**src/rtl/ets_delay_sequencer.sv**
```systemverilog
// rtl/ets_delay_sequencer.sv - equivalent-time sampling delay sweep sequencer
//
// Steps a clock generator's dynamic-delay code from first_code towards
// last_code. For each code it waits for PLL lock, requires a settled lock
// window, then requests one capture.
//
// Ports:
//   ref_clk      sole clock, rising edge
//   reset        synchronous, active-high
//   start        one-cycle sweep request (IDLE only)
//   abort        level, returns to IDLE from any active state
//   first_code   first delay code of the sweep
//   last_code    last permitted delay code
//   step         code increment per point (0 behaves as 1)
//   lock         PLL lock, asynchronous to ref_clk
//   capture_ack  one-cycle acknowledge from the capture engine
//   delay        registered delay code to the clock generator
//   capture_req  registered capture request
//   busy         high whenever not IDLE
//   done         one-cycle pulse at sweep completion
//   point_count  acknowledged points in current/last sweep, saturating
//   lock_lost    sticky, lock fell during SETTLE or CAPTURE
//   timeout      sticky, no lock within LOCK_TIMEOUT cycles
module ets_delay_sequencer #(
  parameter int SETTLE_CYCLES = 64,
  parameter int LOCK_TIMEOUT  = 4096
) (
  input  logic       ref_clk,
  input  logic       reset,
  input  logic       start,
  input  logic       abort,
  input  logic [7:0] first_code,
  input  logic [7:0] last_code,
  input  logic [7:0] step,
  input  logic       lock,
  input  logic       capture_ack,
  output logic [7:0] delay,
  output logic       capture_req,
  output logic       busy,
  output logic       done,
  output logic [7:0] point_count,
  output logic       lock_lost,
  output logic       timeout
);

  typedef enum logic [2:0] {
    S_IDLE,
    S_APPLY,
    S_WAIT_LOCK,
    S_SETTLE,
    S_CAPTURE,
    S_ADVANCE,
    S_DONE
  } state_t;

  localparam logic [15:0] SETTLE_LIM  = 16'(SETTLE_CYCLES);
  localparam logic [15:0] TIMEOUT_LIM = 16'(LOCK_TIMEOUT - 1);

  state_t      state;
  state_t      next_state;
  logic        lock_meta;
  logic        lock_s;
  logic [7:0]  last_q;
  logic [7:0]  step_q;
  logic [15:0] wait_cnt;
  logic [15:0] settle_cnt;
  logic [8:0]  next_sum;
  logic        past_last;
  logic        abort_hit;
  logic        start_hit;
  logic        capture_req_nxt;
  logic        busy_nxt;
  logic        done_nxt;

  // Nine-bit sum so a step past 0xFF is seen as beyond last_code, not a wrap.
  assign next_sum  = {1'b0, delay} + {1'b0, step_q};
  assign past_last = next_sum > {1'b0, last_q};
  assign abort_hit = (state != S_IDLE) && abort;
  assign start_hit = (state == S_IDLE) && start;

  always_ff @(posedge ref_clk) begin
    if (reset) begin
      lock_meta <= 1'b0;
      lock_s    <= 1'b0;
    end else begin
      lock_meta <= lock;
      lock_s    <= lock_meta;
    end
  end

  always_ff @(posedge ref_clk) begin
    if (reset) begin
      state <= S_IDLE;
    end else begin
      state <= next_state;
    end
  end

  always_comb begin
    next_state = state;
    if (abort_hit) begin
      next_state = S_IDLE;
    end else begin
      case (state)
        S_IDLE:      if (start) next_state = S_APPLY;
        S_APPLY:     next_state = S_WAIT_LOCK;
        S_WAIT_LOCK: begin
          if (lock_s)                      next_state = S_SETTLE;
          else if (wait_cnt == TIMEOUT_LIM) next_state = S_IDLE;
        end
        // The SETTLE entry cycle is not counted: the window is SETTLE_CYCLES
        // locked cycles after the first SETTLE cycle.
        S_SETTLE: begin
          if (!lock_s)                      next_state = S_WAIT_LOCK;
          else if (settle_cnt == SETTLE_LIM) next_state = S_CAPTURE;
        end
        // Loss of lock wins over a simultaneous acknowledge; the point is retried.
        S_CAPTURE: begin
          if (!lock_s)          next_state = S_WAIT_LOCK;
          else if (capture_ack) next_state = S_ADVANCE;
        end
        S_ADVANCE:   next_state = past_last ? S_DONE : S_APPLY;
        S_DONE:      next_state = S_IDLE;
        default:     next_state = S_IDLE;
      endcase
    end
  end

  // Registered outputs are decoded from the next state so they line up with it.
  always_comb begin
    capture_req_nxt = 1'b0;
    busy_nxt        = 1'b0;
    done_nxt        = 1'b0;
    capture_req_nxt = (next_state == S_CAPTURE);
    busy_nxt        = (next_state != S_IDLE);
    done_nxt        = (next_state == S_DONE);
  end

  always_ff @(posedge ref_clk) begin
    if (reset) begin
      capture_req <= 1'b0;
      busy        <= 1'b0;
      done        <= 1'b0;
    end else begin
      capture_req <= capture_req_nxt;
      busy        <= busy_nxt;
      done        <= done_nxt;
    end
  end

  always_ff @(posedge ref_clk) begin
    if (reset) begin
      delay       <= 8'h00;
      point_count <= 8'h00;
      lock_lost   <= 1'b0;
      timeout     <= 1'b0;
      last_q      <= 8'h00;
      step_q      <= 8'h00;
      wait_cnt    <= 16'h0000;
      settle_cnt  <= 16'h0000;
    end else begin
      if (start_hit) begin
        last_q      <= last_code;
        step_q      <= (step == 8'h00) ? 8'h01 : step;
        delay       <= first_code;
        point_count <= 8'h00;
        lock_lost   <= 1'b0;
        timeout     <= 1'b0;
      end
      if (!abort_hit) begin
        case (state)
          S_WAIT_LOCK: if (!lock_s && wait_cnt == TIMEOUT_LIM) timeout <= 1'b1;
          S_SETTLE:    if (!lock_s) lock_lost <= 1'b1;
          S_CAPTURE:   if (!lock_s) lock_lost <= 1'b1;
          S_ADVANCE: begin
            if (point_count != 8'hFF) point_count <= point_count + 8'h01;
            if (!past_last) delay <= next_sum[7:0];
          end
          default: ;
        endcase
      end
      // Counters restart on every entry into their state.
      wait_cnt   <= (state == S_WAIT_LOCK && next_state == S_WAIT_LOCK) ?
                    wait_cnt + 16'h0001 : 16'h0000;
      settle_cnt <= (state == S_SETTLE && next_state == S_SETTLE) ?
                    settle_cnt + 16'h0001 : 16'h0000;
    end
  end

endmodule

```
**config.mk**
```make
export PLATFORM = sky130hd
export DESIGN_NAME = ets_delay_sequencer
export DESIGN_NICKNAME = d
export VERILOG_FILES = /design/src/rtl/ets_delay_sequencer.sv
export SDC_FILE = /design/constraint.sdc
export NUM_CORES = 1
export LEC_CHECK = 0
export ABC_AREA = 1
export CORE_UTILIZATION = 45
export DETAILED_ROUTE_END_ITERATION = 12
export GPL_TIMING_DRIVEN = 0
export PLACE_DENSITY = 0.72
export RECOVER_POWER = 50
export SLEW_MARGIN = 20
export SYNTH_ARGS = -nofsm -noshare
export SYNTH_HDL_FRONTEND = slang
export SYNTH_SLANG_ARGS = --single-unit
```
**constraint.sdc**
```tcl
create_clock -name ref_clk -period 2.92 [get_ports ref_clk]
set_input_delay 0.292 -clock ref_clk [delete_from_list [all_inputs] [get_ports ref_clk]]
set_output_delay 0.292 -clock ref_clk [all_outputs]
set_load 0.005 [all_outputs]
```
# Yosys cells after proc, flatten, opt, wreduce, memory -nomap -nowiden

Index checks and enable logic that the tools add are counted.

Register bits after elaboration: 74
Input bits: 30
Output and inout port bits: 21
Logic and storage cells: 73

Add/subtract/negate cells: 4
Magnitude comparators: 1
Eq/ne operators: 12
Muxes and demuxes: 27
Bitwise gates (word level): 2
Reduce and logical (&&, ||, !) cells: 13

Operators by type and width:

| cell                  | count |
|---|---|
| $mux 8                | 9 |
| $add 16x1->16 const B | 2 |
| $mux 3                | 9 |
| $pmux 3 s6            | 1 |
| $eq 16x12->1 const B  | 1 |
| $eq 16x7->1 const B   | 1 |
| $eq 3x2->1 const B    | 4 |
| $eq 3x3->1 const B    | 4 |
| $add 8x8->9           | 1 |
| $gt 9x8->1            | 1 |
| $add 8x1->8 const B   | 1 |
| $logic_not 8->1       | 1 |
| $mux 1                | 8 |
| $ne 8x8->1 const B    | 1 |
| $reduce_bool 3->1     | 2 |
| $reduce_or 2->1       | 3 |
| $logic_and 1x1->1     | 5 |
| $eq 3x1->1 const B    | 1 |
| $logic_not 3->1       | 1 |
| $not 1->1             | 2 |
| $logic_not 1->1       | 1 |

# Depth between registers and ports, before layout

Gate-level depths: netlist (run 1).

Depth in word-level cells: 9
Gate-level depth with buffers: 20
Gate-level depth less buffers: 20

# Worst setup path before layout (run 1)

Ideal clock, no wire load.

Path type: reg-to-reg
Start point: register delay[0]
End point: register wait_cnt[1]
Data arrival time: 2.876 ns
Required time: 2.847 ns
Setup slack: -0.029 ns
Stages on the path, launching flop included: 18
Cells stage by stage: dfxtp_1 ha_1 fa_1 a21oi_1 o21ai_1 a31o_2 xor2_1 inv_1 ha_1 a21o_1 a21oi_1 nand2_1 nand2_1 nand2_1 nand2_1 nand4_2 buf_6 nor3_2

Cells in the longest elaborated chain, start to end: 9

RTL lines:

| element                   | line | RTL |
|---|---|---|
| start: declaration        | 37   | `output logic [7:0] delay,` |
| start signal: assignment  | 165  | `delay <= first_code;` |
| start signal: assignment  | 177  | `if (!past_last) delay <= next_sum[7:0];` |
| $add 8x8->9               | 76   | `assign next_sum = {1'b0, delay} + {1'b0, step_q};` |
| $gt 9x8->1                | 77   | `assign past_last = next_sum > {1'b0, last_q};` |
| $mux 3                    | 122  | `S_ADVANCE: next_state = past_last ? S_DONE : S_APPLY;` |
| $pmux 3 s6                | 104  | `case (state)` |
| $mux 3                    | 101  | `if (abort_hit) begin` |
| $eq 3x2->1                | 183  | `wait_cnt <= (state == S_WAIT_LOCK && next_state == S_WAIT_LOCK) ?` |
| $logic_and 1x1->1         | 183  |  |
| $not 1->1 (no line)       | -    |  |
| $reduce_or 2->1 (no line) | -    |  |
| end signal: assignment    | 183  |  |
| end: declaration          | 65   | `logic [15:0] wait_cnt;` |

No other way between the ends.
A chain may end at the register's enable or synchronous reset.

# Final worst setup path (run 1)

Start point: register delay[0]
End point: register settle_cnt[3]

Cells in the longest elaborated chain, start to end: 9

RTL lines:

| element                   | line | RTL |
|---|---|---|
| $add 8x8->9               | 76   |  |
| $gt 9x8->1                | 77   |  |
| $mux 3                    | 122  |  |
| $pmux 3 s6                | 104  |  |
| $mux 3                    | 101  |  |
| $eq 3x2->1                | 185  | `settle_cnt <= (state == S_SETTLE && next_state == S_SETTLE) ?` |
| $logic_and 1x1->1         | 185  |  |
| $not 1->1 (no line)       | -    |  |
| $reduce_or 2->1 (no line) | -    |  |
| end signal: assignment    | 185  |  |
| end: declaration          | 66   | `logic [15:0] settle_cnt;` |

No other way between the ends.

==> qor.txt, run 1 <==
Initial DRT Pass Iterations = 4
Largest net degree at the start of global routing = 12
Unrepaired setup endpoints after global routing = yes
Inserted Diodes = 0
CTS tree = built
Status = finished, violations left
Hold path depth = 2
Synth Warn # = 0
CTS root buf = clkbuf_8
Final WL = 10100 um
Mean Syn Cell Area = 7.49 sq um
Crit Path Class = reg -> reg
Critical path endpoint category = flop
Share of the synthesized area in the top cell type = 0.370
Vias in the first global route = 3708
Core box area = 8680 sq um
Max-slew violations = 0
Global-route wire length before repair = 16200 um
CP Launch Point = delay[0]
Worst reg2reg startpoint = delay[0]
Power Dens Cells = 449 nW/um^2
Mapped Nets = 586
CP required = 3.21 ns
DRC = 0
R2R depth = 16
Fin crit share = 1.04
Final hold slack = 0.309 ns
Slew margin rel. = 0.624
Via Count = 3811
Layout Skew = 0.00831 ns
Overall Global Routing Usage = 0.226
Post-synth top area cell = dfxtp_1
Clk_lat worst skew = 0.36 ns
Final Hold Viols = 0
Cells after synthesis = 535
Placement row count = 34
Final setup vio count = 40
Area growth from synthesis to layout = 33.1%
Crit path DAT = 3.32 ns
Synth area leaders = dfxtp_1, nand2_1, inv_1, ha_1, nand3_1
CTS Buffer Depth = 2
R2R Setup Slk = -0.11 ns
Critical Path End = settle_cnt[3]
Starting Density = 0.462
1st-iter DRT viols = 202
Peak supply drop = 0.000233 V
Die span in x = 96.4 um
Grt ovf = 0
Layout filler cell count = 759
Detail Placement HPWL = 6860 um
Pre-CTS setup slack = -0.437 ns
CP Launch Type = flop
Seq cells post-synth = 74
MaxCap Viol Count = 0
Initial antenna violation count = 0
HP Class = in -> reg
Clk sinks = 74
Port buffer count = 49
Clock-pin transition on the worst setup and hold timing paths = 0.08 ns
# hold bufs at CTS = 0
Mapped cell area = 4010 sq um
CTS Buf Count = 9
Average wire per standard cell = 13.8 um
Area of the die = 9280 sq um
H-tree lvl count = 3
Worst-path fanout max = 6
Pwr Total = 2.39 mW
# IOs = 51
Achievable clock frequency = 330 MHz
Post-route setup TNS = -3.21 ns
Measured slew at the worst slew-check pin = 0.564 ns
Library cells used by synthesis = 41
Tmin final = 3.03 ns
Failing checks = setup timing
Setup WS post-layout = -0.107 ns
Via-per-instance ratio = 5.24
Gp weighted congestion = 0.892
Static leakage = 2.27 nW
NumNets Final = 666
Commonest non-fill, non-tap cell in the layout = nand2_1
Die height = 96.4 um
RR Endpoint = settle_cnt[3]
Fraction of layout cells with a size suffix above 1 = 0.200
Post-synthesis sequential area ratio = 0.370
Final ANT Viol Nets = 0
Most frequent cells in the layout = nand2_1, dfxtp_1, inv_1, nand3_1, nor2_1
-- metrics by stage --
stage | instances | instance area, sq um | util
floorplan | 535 | 4020 | -
global placement | 692 | 4640 | 0.535
detailed placement | 692 | 4640 | 0.535
CTS | 723 | 5140 | 0.592
global route | 727 | 5330 | 0.614
finish | 727 | 5330 | 0.614
-- per-layer routing --
metal  part of all wire  global-route usage
met1               0.44               0.265
met2               0.50               0.396
met3              0.043              0.0616
met4             0.0078              0.0735
met5                  0                   0
-- synth_stat cells, drive strengths merged --
| library cell | number |
|---|---|
| a21oi | 40 |
| xnor2 | 6 |
| dfxtp | 74 |
| nand4 | 13 |
| nor3 | 24 |
| o311a | 1 |
| a211oi | 1 |
| nor4 | 3 |
| clkinv | 1 |
| buf | 4 |
| or2 | 2 |
| a31oi | 4 |
| nand3 | 49 |
| nor2 | 48 |
| inv | 72 |
| ha | 20 |
| nand3b | 3 |
| o21ai | 16 |
| fa | 1 |
| a21o | 2 |
| o211a | 2 |
| and3 | 1 |
| nand2 | 116 |
| clkbuf | 9 |
| xor2 | 20 |
| o211ai | 2 |
| a31o | 1 |
-- registers in the layout, summed over array words and instances (netlist names) --
register     cells
busy             1
capture_req      1
delay            8
done             1
last_q           8
lock_lost        1
lock_meta        1
lock_s           1
point_count      8
settle_cnt      16
state            3
step_q           8
timeout          1
wait_cnt        16
-- worst max-delay path: stages (launching register included) --
cell and delay (ns):
dfxtp_2 0.34, ha_4 0.16, fa_2 0.36, a21oi_2 0.16, o21ai_2 0.10, a31o_2 0.26, xor2_2 0.17, inv_2 0.07
ha_4 0.27, and3_4 0.17, nand4_1 0.12, nand2_4 0.13, nand3_4 0.11, nand2_4 0.12, nand4_4 0.15, buf_4 0.20
a21oi_2 0.09
-- worst min path at each step --
| stage | from | endpoint | slack [ns] |
|---|---|---|---|
| after global placement | lock_meta | lock_s | 0.40 |
| after detailed placement | lock_meta | lock_s | 0.40 |
| after CTS | reset | step_q[2] | 0.30 |
| after global routing | reset | step_q[2] | 0.33 |
| final | reset | step_q[2] | 0.31 |
| after floorplan | lock_meta | lock_s | 0.39 |
-- area by class of cell --
class,instances,area [sq um],area share
clock inverters,3,15.0,0.00282
repair buffers,69,706,0.132
plain buffers,13,86.3,0.0162
multi-input cells,375,2470,0.464
flip-flops and latches,74,1480,0.278
inverters,73,277,0.0519
clock buffers,12,155,0.0291
well taps,108,135,0.0253
-- where the power goes --
group / switching, mW / internal (mW)
Combinational: 0.335 / 0.255
Clock: 0.382 / 0.346
Sequential: 0.0275 / 1.05
-- kinds of logic after synthesis --
group                    count (synthesis)  share of synthesized area
AO/OA/AOI/OAI                           69                      0.100
adder cells (fa/ha/maj)                 21                     0.0675
XOR/XNOR                                26                     0.0568
buffers and inverters                   86                     0.0881
AND/OR/NAND/NOR                        259                      0.318
flip-flops                              74                      0.370
-- what timing repair did --
item	in CTS	in global routing
gates cloned	4	0
endpoints found under the setup margin	46	46
pin swaps	13	8
gates resized for setup	44	42
buffers inserted	12	4
Note: power is estimated with default switching activity, not from simulation.
==> run 2, diff against run 1 <==
- CTS_CLUSTER_SIZE: default -> 10
- SKIP_CTS_REPAIR_TIMING: default -> 1
==> run 2 against run 1 <==
  * The flow still finishes with violations (setup timing)
  * Maximum frequency down 3.1%
  * Routed wire length is 1.8% lower
  * Via count fell by 1.2%
  * Sequential share of layout area up 0.47 points
  * Critical path depth increased by 1
  * Sequential cell count unchanged
  * Combinational power shrank 5.8%
  * Largest power group unchanged
  * Critical endpoint is now settle_cnt[0]
  * Clock skew rose by 0.00088 ns
  * Non-clock buffer count is 7 lower
  * Clock power about the same
  * Critical path type unchanged
  * Final cell count fell by 0.96%
==> qor.txt, run 2 (synthesized netlist as in run 1, its figures left out) <==
Internal power = 1.63 mW
Worst path cell trace = ha_4, fa_2, a21oi_4, o21ai_4, a31o_4, xor2_2, inv_2, ha_4, a21o_1, a21oi_2, nand2_2, nand2_4, nand3_4, nand2_4, nand4_4, clkbuf_16, nor2_1
Top flop regs = settle_cnt (16), wait_cnt (16)
CTS root buf = clkbuf_8
Measured slew at the worst slew-check pin = 0.518 ns
CP Buf/Inv Count = 2
Combinational share of power = 0.236
RR Endpoint = settle_cnt[0]
Global-route wire length before repair = 15200 um
Final setup vio count = 46
1st-iter DRT viols = 193
Flop pwr share = 0.456
Setup WS post-layout = -0.204 ns
Most frequent cells in the layout = nand2_1, dfxtp_1, inv_1, nand3_1
Final Hold Viols = 0
Net Switching = 728 uW
Final ANT Viol Nets = 0
Starting Density = 0.462
Worst reg2reg startpoint = delay[0]
Slew margin rel. = 0.655
Crit path DAT = 3.42 ns
Die span in x = 96.4 um
Hold Startpoint = reset
Inserted Diodes = 0
Initial antenna violation count = 0
Placement row count = 34
Sw Ratio = 0.309
Average wire per standard cell = 13.7 um
DRC = 0
Overall Global Routing Usage = 0.211
Vias in the first global route = 3532
Worst-path fanout max = 7
Static leakage = 2.24 nW
NumNets Final = 659
HP Class = in -> reg
CTS Buffer Depth = 2
CTS Buf Count = 9
Final WL = 9870 um
Largest net degree at the start of global routing = 12
Clock-pin transition on the worst setup and hold timing paths = 0.08 ns
Critical path endpoint category = flop
CP Launch Type = flop
Area growth from synthesis to layout = 30.9%
Power Dens Cells = 450 nW/um^2
Port buffer count = 49
CP max stage delay = 0.40 ns
Via Count = 3765
Core Util, Final = 0.604
H-tree lvl count = 3
Hold path depth = 2
R2R Setup Slk = -0.20 ns
CTS tree = built
Layout Skew = 0.00919 ns
Commonest non-fill, non-tap cell in the layout = nand2_1
MaxCap Viol Count = 0
Peak supply drop = 0.000228 V
Pre-CTS setup slack = -0.437 ns
Gp weighted congestion = 0.892
Clk_lat worst skew = 0.36 ns
R2R depth = 17
Max-slew violations = 0
# IOs = 51
Die height = 96.4 um
Fin crit share = 1.07
Clock Power Share = 0.308
Via-per-instance ratio = 5.23
Initial DRT Pass Iterations = 4
Crit Path Class = reg -> reg
Area of the die = 9280 sq um
Unrepaired setup endpoints after global routing = yes
Tmin final = 3.12 ns
Status = finished, violations left
Critical Path Slowest Stage Cell = fa_2
CP required = 3.22 ns
Layout filler cell count = 768
Core box area = 8680 sq um
Failing checks = setup timing
Crit-path leading delay family = compound AO/OA/AOI/OAI gates
Fraction of layout cells with a size suffix above 1 = 0.172
Detail Placement HPWL = 6860 um
Grt ovf = 0
Achievable clock frequency = 320 MHz
Clk sinks = 74
Hold EP = step_q[2]
run 2: metal layers:
metal  routed length, um  up-vias  GRT usage
li1                    -     1895          -
met1                4320     1765      0.249
met2                4900       95      0.365
met3                 536       10     0.0545
met4                 121        0     0.0797
met5                   0        -          0
run 2: layout make-up:
| cell class | count | area, sq um | area share |
|---|---|---|---|
| buffer | 13 | 95.1 | 0.0181 |
| timing repair buffer | 62 | 661 | 0.126 |
| clock buffer | 12 | 155 | 0.0296 |
| multi-input combinational | 375 | 2420 | 0.462 |
| sequential | 74 | 1480 | 0.283 |
| tap | 108 | 135 | 0.0258 |
| inverter | 73 | 274 | 0.0523 |
| clock inverter | 3 | 15.0 | 0.00286 |
run 2: worst register-to-register path: stages, from the launching register on:
cell,delay [ns]
dfxtp_2,0.34
ha_4,0.16
fa_2,0.40
a21oi_4,0.19
o21ai_4,0.09
a31o_4,0.23
xor2_2,0.18
inv_2,0.07
ha_4,0.21
a21o_1,0.16
a21oi_2,0.15
nand2_2,0.09
nand2_4,0.10
nand3_4,0.11
nand2_4,0.13
nand4_4,0.16
clkbuf_16,0.23
nor2_1,0.07
run 2: worst max path at each step:
stage	cells after the start	startpoint	slack [ns]	end
global route	17	delay[0]	-0.32	settle_cnt[12]
detailed placement	17	delay[0]	-0.44	settle_cnt[10]
CTS	17	delay[0]	-0.48	settle_cnt[10]
floorplan	17	delay[0]	0.0001	settle_cnt[6]
finish	17	delay[0]	-0.20	settle_cnt[0]
global placement	17	delay[0]	-0.37	settle_cnt[9]
run 2: power by group through the flow:
stage	Combinational, mW	Clock, mW	Sequential [mW]
CTS	0.440	0.731	1.07
global route	0.614	0.787	1.08
finish	0.557	0.726	1.07
global placement	0.425	0	1.10
floorplan	0.295	0	1.09
detailed placement	0.437	0	1.10
run 2: stage by stage:
step	hold WS [ns]	instance area (sq um)	power, mW	instances	setup TNS [ns]
floorplan	0.388	4020	1.39	535	0
CTS	0.303	4810	2.24	707	-16.72
global placement	0.398	4640	1.52	692	-12.53
finish	0.314	5240	2.36	720	-6.01
global route	0.331	5240	2.48	720	-11.10
detailed placement	0.398	4640	1.53	692	-15.12
